==> config.mk <==
export PLATFORM = sky130hd
export DESIGN_NAME = tdc_hit_encoder
export DESIGN_NICKNAME = d
export VERILOG_FILES = /design/src/rtl/tdc_hit_encoder.sv
export SDC_FILE = /design/constraint.sdc
export NUM_CORES = 1
export LEC_CHECK = 0
export ABC_AREA = 1
export CORE_MARGIN = 1.5
export CORE_UTILIZATION = 60
export CTS_BUF_LIST = sky130_fd_sc_hd__clkbuf_4 sky130_fd_sc_hd__clkbuf_8 sky130_fd_sc_hd__clkbuf_16
export DETAILED_ROUTE_END_ITERATION = 10
export PLACE_DENSITY = 0.9
export SYNTH_ARGS = -nofsm -noshare
export SYNTH_HDL_FRONTEND = slang
export SYNTH_SLANG_ARGS = --single-unit
==> constraint.sdc <==
create_clock -name clk -period 6 [get_ports clk]
set_input_delay 1.2 -clock clk [delete_from_list [all_inputs] [get_ports clk]]
set_output_delay 1.2 -clock clk [all_outputs]
set_load 0.05 [all_outputs]
==> src/rtl/tdc_hit_encoder.sv <==
`default_nettype none
//==============================================================================
// Module   : tdc_hit_encoder
// Purpose  : Encodes sampler edge vectors into coarse/fine tagged hits and
//            buffers them in a show-ahead FIFO with overflow accounting.
// Revision : 1.0
//==============================================================================
module tdc_hit_encoder #(
    parameter int LENGTH   = 8,
    parameter int FINE_W   = 5,
    parameter int COARSE_W = 16,
    parameter int DEPTH    = 8
) (
    input  logic                         clk,
    input  logic                         clr1,
    input  logic                         enable,
    input  logic [4*LENGTH-1:0]          fine_vec,
    output logic                         out_valid,
    input  logic                         out_ready,
    output logic [COARSE_W+FINE_W:0]     out_data,
    output logic [$clog2(DEPTH):0]       fifo_level,
    output logic [7:0]                   overflow_cnt
);

    localparam int c_vec_w   = 4 * LENGTH;
    localparam int c_word_w  = 1 + COARSE_W + FINE_W;
    localparam int c_ptr_w   = $clog2(DEPTH);
    localparam int c_level_w = c_ptr_w + 1;

    localparam logic [c_vec_w-1:0]   c_vec_one = c_vec_w'(1);
    localparam logic [c_level_w-1:0] c_full    = c_level_w'(DEPTH);

    logic [COARSE_W-1:0]  r_coarse;
    logic [c_vec_w-1:0]   r_s1_vec;
    logic [COARSE_W-1:0]  r_s1_coarse;
    logic                 r_s2_hit;
    logic [c_word_w-1:0]  r_s2_word;

    logic [c_word_w-1:0]  r_mem [DEPTH];
    logic [c_ptr_w-1:0]   r_wptr;
    logic [c_ptr_w-1:0]   r_rptr;
    logic [c_level_w-1:0] r_level;
    logic [7:0]           r_ovf;

    logic                 w_hit;
    logic                 w_multi;
    logic [FINE_W-1:0]    w_fine;
    logic                 w_full;
    logic                 w_pop;
    logic                 w_push;
    logic                 w_drop;

    // Free-running coarse time base; gated by enable.
    always_ff @(posedge clk or posedge clr1) begin
        if (clr1) begin
            r_coarse <= '0;
        end else if (enable) begin
            r_coarse <= r_coarse + COARSE_W'(1);
        end
    end

    // Stage 1: capture the raw vector with the pre-increment coarse tag.
    always_ff @(posedge clk or posedge clr1) begin
        if (clr1) begin
            r_s1_vec    <= '0;
            r_s1_coarse <= '0;
        end else begin
            r_s1_vec    <= enable ? fine_vec : '0;
            r_s1_coarse <= r_coarse;
        end
    end

    // Lowest set bit wins: scanning downward leaves the smallest index last.
    always_comb begin
        w_fine = '0;
        for (int i = c_vec_w - 1; i >= 0; i--) begin
            if (r_s1_vec[i]) begin
                w_fine = FINE_W'(i);
            end
        end
    end

    assign w_hit   = |r_s1_vec;
    // Clearing the lowest set bit leaves something only if two or more were set.
    assign w_multi = |(r_s1_vec & (r_s1_vec - c_vec_one));

    // Stage 2: registered tagged hit.
    always_ff @(posedge clk or posedge clr1) begin
        if (clr1) begin
            r_s2_hit  <= 1'b0;
            r_s2_word <= '0;
        end else begin
            r_s2_hit  <= w_hit;
            r_s2_word <= {w_multi, r_s1_coarse, w_fine};
        end
    end

    assign w_full = (r_level == c_full);
    assign w_pop  = out_valid & out_ready;
    assign w_push = r_s2_hit & (~w_full | w_pop);
    assign w_drop = r_s2_hit & w_full & ~w_pop;

    always_ff @(posedge clk) begin
        if (w_push) begin
            r_mem[r_wptr] <= r_s2_word;
        end
    end

    always_ff @(posedge clk or posedge clr1) begin
        if (clr1) begin
            r_wptr <= '0;
            r_rptr <= '0;
        end else begin
            if (w_push) begin
                r_wptr <= r_wptr + c_ptr_w'(1);
            end
            if (w_pop) begin
                r_rptr <= r_rptr + c_ptr_w'(1);
            end
        end
    end

    // Occupancy kept as its own counter so full and empty stay distinct.
    always_ff @(posedge clk or posedge clr1) begin
        if (clr1) begin
            r_level <= '0;
        end else begin
            case ({w_push, w_pop})
                2'b10:   r_level <= r_level + c_level_w'(1);
                2'b01:   r_level <= r_level - c_level_w'(1);
                default: r_level <= r_level;
            endcase
        end
    end

    always_ff @(posedge clk or posedge clr1) begin
        if (clr1) begin
            r_ovf <= '0;
        end else if (w_drop && (r_ovf != 8'hFF)) begin
            r_ovf <= r_ovf + 8'd1;
        end
    end

    assign out_valid    = (r_level != '0);
    assign out_data     = out_valid ? r_mem[r_rptr] : '0;
    assign fifo_level   = r_level;
    assign overflow_cnt = r_ovf;

endmodule
`default_nettype wire

After elaboration in Yosys (flattened, before gate mapping)
Memory sizes are Yosys's and may differ from the RTL's.
Index checks and enable logic that the tools add are counted.
W data, S select, Z words.
{"block": "totals", "elab_cells": 71, "output_inout_bits": 35, "in_bits": 36, "memories": 1, "ff_bits": 105, "mem_bits_rw": 176}
{"memory": "r_mem", "words": 8, "width": 22, "read_ports": 1, "rd_clocked_by_memory_dff": 0, "wr": 1, "line": "39", "source": "logic [c_word_w-1:0] r_mem [DEPTH];"}
{"block": "classes", "bitwise_logic": 8, "n_eq_ne": 4, "add_sub_neg": 7, "mux": 37, "n_reduce_logical": 5}
{"op": "$mux W5", "n": 32}
{"op": "$reduce_or A32 Y1", "n": 2}
{"op": "$and A32 B32 Y32", "n": 1}
{"op": "$mux W32", "n": 1}
{"op": "$sub A32 B1 Y32 const B", "n": 1}
{"op": "$mux W22", "n": 1}
{"op": "$add A16 B1 Y16 const B", "n": 1}
{"op": "$add A8 B1 Y8 const B", "n": 1}
{"op": "$ne A8 B8 Y1 const B", "n": 1}
{"op": "$pmux W4 S2", "n": 1}
{"op": "$add A3 B1 Y3 const B", "n": 2}
{"op": "$add A4 B1 Y4 const B", "n": 1}
{"op": "$and A1 B1 Y1", "n": 4}
{"op": "$eq A4 B4 Y1 const B", "n": 1}
{"op": "$reduce_bool A4 Y1", "n": 1}
{"op": "$sub A4 B1 Y4 const B", "n": 1}
{"op": "$eq A2 B1 Y1 const B", "n": 1}
{"op": "$eq A2 B2 Y1 const B", "n": 1}
{"op": "$mux W1", "n": 2}
{"op": "$not A1 Y1", "n": 2}
{"op": "$reduce_bool A2 Y1", "n": 1}
{"op": "$logic_and A1 B1 Y1", "n": 1}
{"op": "$or A1 B1 Y1", "n": 1}

Depth between registers and ports, before layout
Gate-level depths: netlist of run 1.
{"block": "logic_depth", "depth_word": 32, "depth_mapped": 31, "depth_no_buf": 31}

Worst setup path before layout of run 1
No wires, ideal clock.
{"block": "synth_timing", "path_type": "register to output", "from": "reg r_level[0] (netlist: fifo_level[0])", "to": "out out_data[12]", "arrival_ns": 2.700, "setup_slack_ns": 2.100, "path_stages_with_launch": 8, "n_path_buf": 1, "path_cell_list": "dfrtp_1 inv_1 nand3_1 nor2_1 inv_1 clkbuf_1 o21ai_0 a31oi_1"}
{"block": "synth_between", "elab_chain_cells": 2}
{"element": "start: declaration", "line": "42", "source": "logic [c_level_w-1:0] r_level;"}
{"element": "start signal: assignment", "line": "129", "source": "2'b10: r_level <= r_level + c_level_w'(1);"}
{"element": "start signal: assignment", "line": "130", "source": "2'b01: r_level <= r_level - c_level_w'(1);"}
{"element": "start signal: assignment", "line": "131", "source": "default: r_level <= r_level;"}
{"element": "$reduce_bool A4 Y1", "line": "144", "source": "assign out_valid = (r_level != '0);"}
{"element": "via out_valid", "line": "18", "source": "output logic out_valid,"}
{"element": "$mux W22", "line": "145", "source": "assign out_data = out_valid ? r_mem[r_rptr] : '0;"}
{"element": "end: declaration", "line": "20", "source": "output logic [COARSE_W+FINE_W:0] out_data,"}
The timed path passes the listed nets, and every way through them passes these cells.

Worst setup path in the final report of run 1
{"block": "layout_timing", "from": "reg r_rptr[1]", "to": "out out_data[12]"}
{"block": "layout_between", "elab_chain_cells": 2}
{"element": "start: declaration", "line": "41", "source": "logic [c_ptr_w-1:0] r_rptr;"}
{"element": "start signal: assignment", "line": "118", "source": "r_rptr <= r_rptr + c_ptr_w'(1);"}
{"element": "$mem_v2 Z8 W22"}
{"element": "$mux W22", "line": "145"}
No other way between the ends.

==> summary.md, run 1 <==
| Metric | Value |
|---|---|
| Maximum number of pins on one net before global-route repair | 91 |
| Least-Margin Pin Slew | 0.902 ns |
| Mapped Area | 11200 µm² |
| Post CTS Setup Buffer Count | 0 |
| Max Cap Violations | 0 |
| Port Buffer Count | 70 |
| CTS root buf | clkbuf_16 |
| Worst Hold End | r_s2_word[18] |
| Initial DRT Pass Iterations | 8 |
| Reg2reg setup slack | 3.28 ns |
| Netlist cell types | 38 |
| Vias | 7576 |
| Syn Nets | 1025 |
| Full die area | 19600 µm² |
| Reg2reg end | fifo_level[3] |
| Clock Latency Late Sink | 0.54 ns |
| Largest stage delay, worst path | 0.76 ns |
| Dpl ws | 1.66 ns |
| Status | finished with violations |
| WP data arrival | 3.88 ns |
| Skew final | 0.0177 ns |
| Hold path startpoint | r_s1_coarse[13] |
| Cells along the critical path | buf_4 > clkinv_1 > buf_4 > o21ai_0 > o22ai_1 > o21ai_0 > a31oi_1 > clkdlybuf4s50_1 |
| Fillcell total | 1128 |
| Global placement routability congestion | 0.770 |
| Fin crit share | 0.847 |
| First-pass GRT wire length | 38400 µm |
| CTS Buf Count | 26 |
| Vias in the first global route | 7723 |
| Grt total ovfl | 0 |
| Average size of a mapped cell | 11.5 µm² |
| CP delay by family, top | buffers and inverters |
| Setup TNS | 0 ns |
| Crit path time final | 5.08 ns |
| Worst-path clk slew | 0.06 ns |
| # clock sinks | 281 |
| Syn-to-layout area delta | 16.4% |
| Max Clock Freq | 197 MHz |
| Hold Vio Cnt, Final | 0 |
| Post-synth top flop | edfxtp_1 |
| Initial antenna violation count | 0 |
| CP max FO | 46 |
| DRT iter0 DRCs | 726 |
| Worst setup margin | 0.920 ns |
| Sequential area share after synthesis | 0.704 |
| Max Slew Vio Count | 0 |
| Min-delay worst type | flip-flop to flip-flop |
| Hold_buf cts | 0 |
| Seq cells post-synth | 281 |
| CTS tree | yes |
| Share of layout cells above drive strength 1 | 0.0847 |
| Failing checks | DRC |
| Worst Setup Path Type | flip-flop to primary output |
| DP HPWL | 13500 µm |
| Ant. Diodes | 0 |
| H-Tree Depth | 1 |
| Via density per instance | 5.81 |
| Max-slew headroom | 0.399 |
| Critical Path RT | 4.80 ns |
| Cells after DPL | 1257 |
| Number of synthesized flops with an enable pin | 176 |
| Leakage dissipation | 5.38 nW |
| Core outline area | 18100 µm² |
| Commonest non-fill, non-tap cell in the layout | edfxtp_1 |
| Most frequent cells in the layout | edfxtp_1, nor2_1, o21ai_0 |
| Nets | 1100 |
| Die H | 140 µm |
| Clock buffer depth | 3 |
| Detailed Route WL | 23900 µm |
| PD cells | 560 nW/µm² |
| FF-to-FF Start | fifo_level[0] |
| Starting Density | 0.619 |
| Buffers & Inverters on Critical Path | 4 |
| Chip width | 140 µm |
| RSZ-0062 raised after global routing | no |
| Reg area | 7910 µm² |
| Mapped Cells | 981 |
| Warnings from Yosys | 0 |
| Finish-stage setup viols | 0 |
| I/O pin total | 71 |
| Crit. End Element | primary output |
| Async SR Flop Fraction | 0.374 |
| Final cell count without fillers | 1304 |
| Rows | 49 |
| CP startpoint kind | flip-flop |
| DRT antenna net count | 0 |
| Wirelength per Cell | 18.3 µm |
| Worst R2R Path Depth | 14 |
| Max rail drop VDD | 0.000294 V |
| Crit-path slowest cell | clkdlybuf4s50_1 |
| Post-cts resize count | 0 |
| Area occupied by multi-input gates | 2770 µm² |
| GRT Total Usage | 0.251 |
| Worst Hold Path Cells | 0 |
| DRC Markers | 3 |
[state kept, by name (all words and copies together), names as in the netlist]
name / cells
r_mem: 176
r_s1_vec: 32
r_s2_word: 22
r_coarse: 16
r_s1_coarse: 16
overflow_cnt: 8
fifo_level: 4
r_rptr: 3
r_wptr: 3
r_s2_hit: 1
[report_power, final]
part           leakage (nW)  switching [W]  internal, W
Combinational          2.06        0.00193     0.000782
Clock                 0.438       0.000688     0.000965
Sequential             2.88       0.000276      0.00269
[how the worst max path moves through the flow]
stage / startpoint / end / slack [ns] / cells after the start
2_1_floorplan: clr1 / fifo_level[0] / 2.04 / 1
3_3_place_gp: r_rptr[1] / out_data[5] / 1.72 / 7
3_5_place_dp: r_rptr[1] / out_data[3] / 1.66 / 7
4_1_cts: r_rptr[1] / out_data[12] / 0.95 / 8
5_1_grt: r_rptr[1] / out_data[12] / 0.77 / 7
6_report: r_rptr[1] / out_data[12] / 0.92 / 8
[area by class of cell]
class / count / share of cell area
Inverter: 114 / 0.0331
Multi-Input combinational cell: 548 / 0.212
Sequential cell: 281 / 0.605
Clock buffer: 33 / 0.0538
Timing Repair Buffer: 85 / 0.0622
Tap cell: 229 / 0.0219
Clock inverter: 14 / 0.0122
[through the flow]
stage	power, W	util	area, µm²	hold slack (ns)
after global routing	0.00764	0.721	13100	0.352
after detailed placement	0.00562	0.673	12200	0.335
after global placement	0.00549	0.673	12200	0.333
after floorplan	0.00470	-	11200	0.331
after CTS	0.00732	0.721	13100	0.349
final	0.00733	0.721	13100	0.350
[cells in the mapped netlist (all sizes together), types with 2 or more instances]
library cell / number / area share
xor2: 21 / 0.016
nand4: 8 / 0.0045
inv: 112 / 0.038
o21ai: 124 / 0.055
o31ai: 5 / 0.0033
clkinv: 2 / 0.00067
nor2: 181 / 0.067
a31oi: 26 / 0.014
o22ai: 23 / 0.013
clkbuf: 34 / 0.011
nor4: 4 / 0.0028
edfxtp: 176 / 0.47
buf: 4 / 0.0014
dfrtp: 105 / 0.23
xnor2: 5 / 0.0039
ha: 7 / 0.0078
a21oi: 13 / 0.0058
nor3: 8 / 0.0036
nand2: 106 / 0.036
nand3: 8 / 0.0036
[kinds of logic (layout without fill, tap and decap cells)]
group / after synthesis / in the layout / synth area share
xor+xnor: 26 / 26 / 0.0203
fa+ha+maj: 9 / 9 / 0.0105
flops: 281 / 281 / 0.704
compound gates: 195 / 195 / 0.0945
buf+inv: 152 / 246 / 0.0511
mux: 1 / 1 / 0.00100
simple gates: 317 / 317 / 0.118
[routing by layer]
layer / GRT usage / routed length [µm] / vias to the layer above / part of all wire
li1: - / - / 3465 / -
met1: 0.301 / 8860 / 3635 / 0.37
met2: 0.451 / 12400 / 407 / 0.52
met3: 0.0416 / 1860 / 69 / 0.078
met4: 0.101 / 797 / 0 / 0.033
met5: 0 / 0 / - / 0
Note: power is estimated with default switching activity, not from simulation.
==> inputs of run 2 (changes only) <==
Settings changed: CORE_UTILIZATION 60 to 59, PLACE_DENSITY 0.9 to 0.88.
Clock period 6 ns to 4.75 ns, I/O delays scaled along.
==> summary.md, run 2 (synthesis results as in run 1) <==
| Metric | Value |
|---|---|
| Status | completed |
| Ant. Diodes | 0 |
| CP Launch Point | r_rptr[1] |
| Chip width | 141 µm |
| Worst Setup Path Type | flip-flop to primary output |
| Hold Vio Cnt, Final | 0 |
| Post-cts resize count | 0 |
| Max-slew headroom | 0.382 |
| Crit. End Element | primary output |
| Crit path time final | 3.95 ns |
| Skew final | 0.0215 ns |
| Worst-path clk slew | 0.07 ns |
| Global placement routability congestion | 0.771 |
| Fin crit share | 0.832 |
| Max Clock Freq | 253 MHz |
| Largest stage delay, worst path | 0.66 ns |
| FF-to-FF Start | fifo_level[0] |
| Placed Area | 12200 µm² |
| Hold path startpoint | r_s1_coarse[9] |
| Hold_buf cts | 0 |
| Wirelength per Cell | 18.1 µm |
| Initial antenna violation count | 0 |
| CTS tree | yes |
| Detailed Route WL | 23700 µm |
| Commonest non-fill, non-tap cell in the layout | edfxtp_1 |
| Clock buffer depth | 3 |
| CP max FO | 28 |
| PD cells | 710 nW/µm² |
| Least-Margin Pin Slew | 0.927 ns |
| Most frequent CP cell | buf_4 |
| Most frequent cells in the layout | edfxtp_1, nor2_1, o21ai_0 |
| Starting Density | 0.601 |
| Cells along the critical path | clkinv_1 > buf_4 > nor2_1 > o21ai_0 > a31oi_1 > buf_4 |
| Hold_ws | 0.344 ns |
| H-Tree Depth | 1 |
| Leakage dissipation | 5.43 nW |
| DRC Markers | 0 |
| I/O pin total | 71 |
| CP delay by family, top | buffers and inverters |
| Rows | 50 |
| Max reg flops | 176 |
| Final instance area | 13100 µm² |
| Largest Register | r_mem |
| Final design utilization | 0.700 |
| DRT antenna net count | 0 |
| Die H | 141 µm |
| GRT Total Usage | 0.247 |
| Vias in the first global route | 7501 |
| Crit-path slowest cell | clkinv_1 |
| First-pass GRT wire length | 38200 µm |
| Post CTS Setup Buffer Count | 0 |
| CTS Buf Count | 26 |
| Min-delay worst type | flip-flop to flip-flop |
| RSZ-0062 raised after global routing | no |
| # clock sinks | 281 |
| Max rail drop VDD | 0.000435 V |
| Nets | 1101 |
| DRT iter0 DRCs | 793 |
| Setup TNS | 0 ns |
| Critical Path RT | 3.80 ns |
| Vias | 7527 |
| WP data arrival | 3.00 ns |
| Full die area | 19900 µm² |
| CTS root buf | clkbuf_16 |
| DP HPWL | 14200 µm |
| Port Buffer Count | 70 |
| Max Slew Vio Count | 0 |
| Clock Latency Late Sink | 0.52 ns |
| Share of layout cells above drive strength 1 | 0.109 |
| Grt total ovfl | 0 |
| CP startpoint kind | flip-flop |
| Finish-stage setup viols | 0 |
| Max Cap Violations | 0 |
| Core outline area | 18700 µm² |
| Buffers & Inverters on Critical Path | 3 |
| Via density per instance | 5.74 |
| Initial DRT Pass Iterations | 5 |
| Regs by FF count | r_mem: 176 flops, r_s1_vec: 32 flops, r_s2_word: 22 flops |
| Maximum number of pins on one net before global-route repair | 91 |
| Syn-to-layout area delta | 16.5% |
-- run 2: power breakdown --
part           total (W)  internal (W)  switching [W]
clock network    0.00216       0.00127       0.000892
registers        0.00376       0.00339       0.000364
logic            0.00337      0.000917        0.00245
total            0.00929       0.00558        0.00371
-- run 2: through the flow --
step,std cells,setup WS (ns),power (W)
after floorplan,981,1.04,0.00593
after global placement,1263,1.53,0.00690
after detailed placement,1263,1.46,0.00706
after CTS,1311,0.838,0.00929
after global routing,1311,0.699,0.00971
final,1311,0.797,0.00929
-- run 2: per-layer routing --
layer	GRT usage	share of wire	up-vias	routed length, µm
met5	0	0	-	0
met4	0.0921	0.032	0	770
met3	0.0316	0.090	66	2130
met2	0.423	0.50	452	11900
met1	0.328	0.37	3538	8870
li1	-	-	3471	-
-- run 2: cell type report --
cell class / instances / area (µm²)
flip-flops and latches: 281 / 7910
fillers: 1198 / 5620
multi-input cells: 548 / 2770
clock buffers: 33 / 773
repair buffers: 86 / 766
inverters: 114 / 433
well taps: 234 / 293
clock inverters: 15 / 138
-- run 2: worst reg2reg max path, cell delays in order, from the launching register on --
cell	delay [ns]
dfrtp_1	0.41
inv_1	0.15
nand3_1	0.11
nor3_1	0.36
nor2_1	0.20
inv_1	0.14
ha_1	0.21
ha_1	0.28
nand2_1	0.09
nor2_1	0.04
a211oi_1	0.22
nor2_1	0.06
nor2_1	0.09
nand2_1	0.07
xor2_1	0.14
-- run 2: path summary, 6_finish.rpt --
path                                   end  slack (ns)  depth (start not counted)
setup / recovery              out_data[19]        0.80                          6
hold / removal               r_s2_word[14]        0.34                          0
setup reg to reg             fifo_level[3]        2.07                         14
hold reg to reg              r_s2_word[14]        0.34                          0
max in group asynchronous   r_s1_coarse[9]        3.10                          3
min in group asynchronous  overflow_cnt[5]        0.83                          2
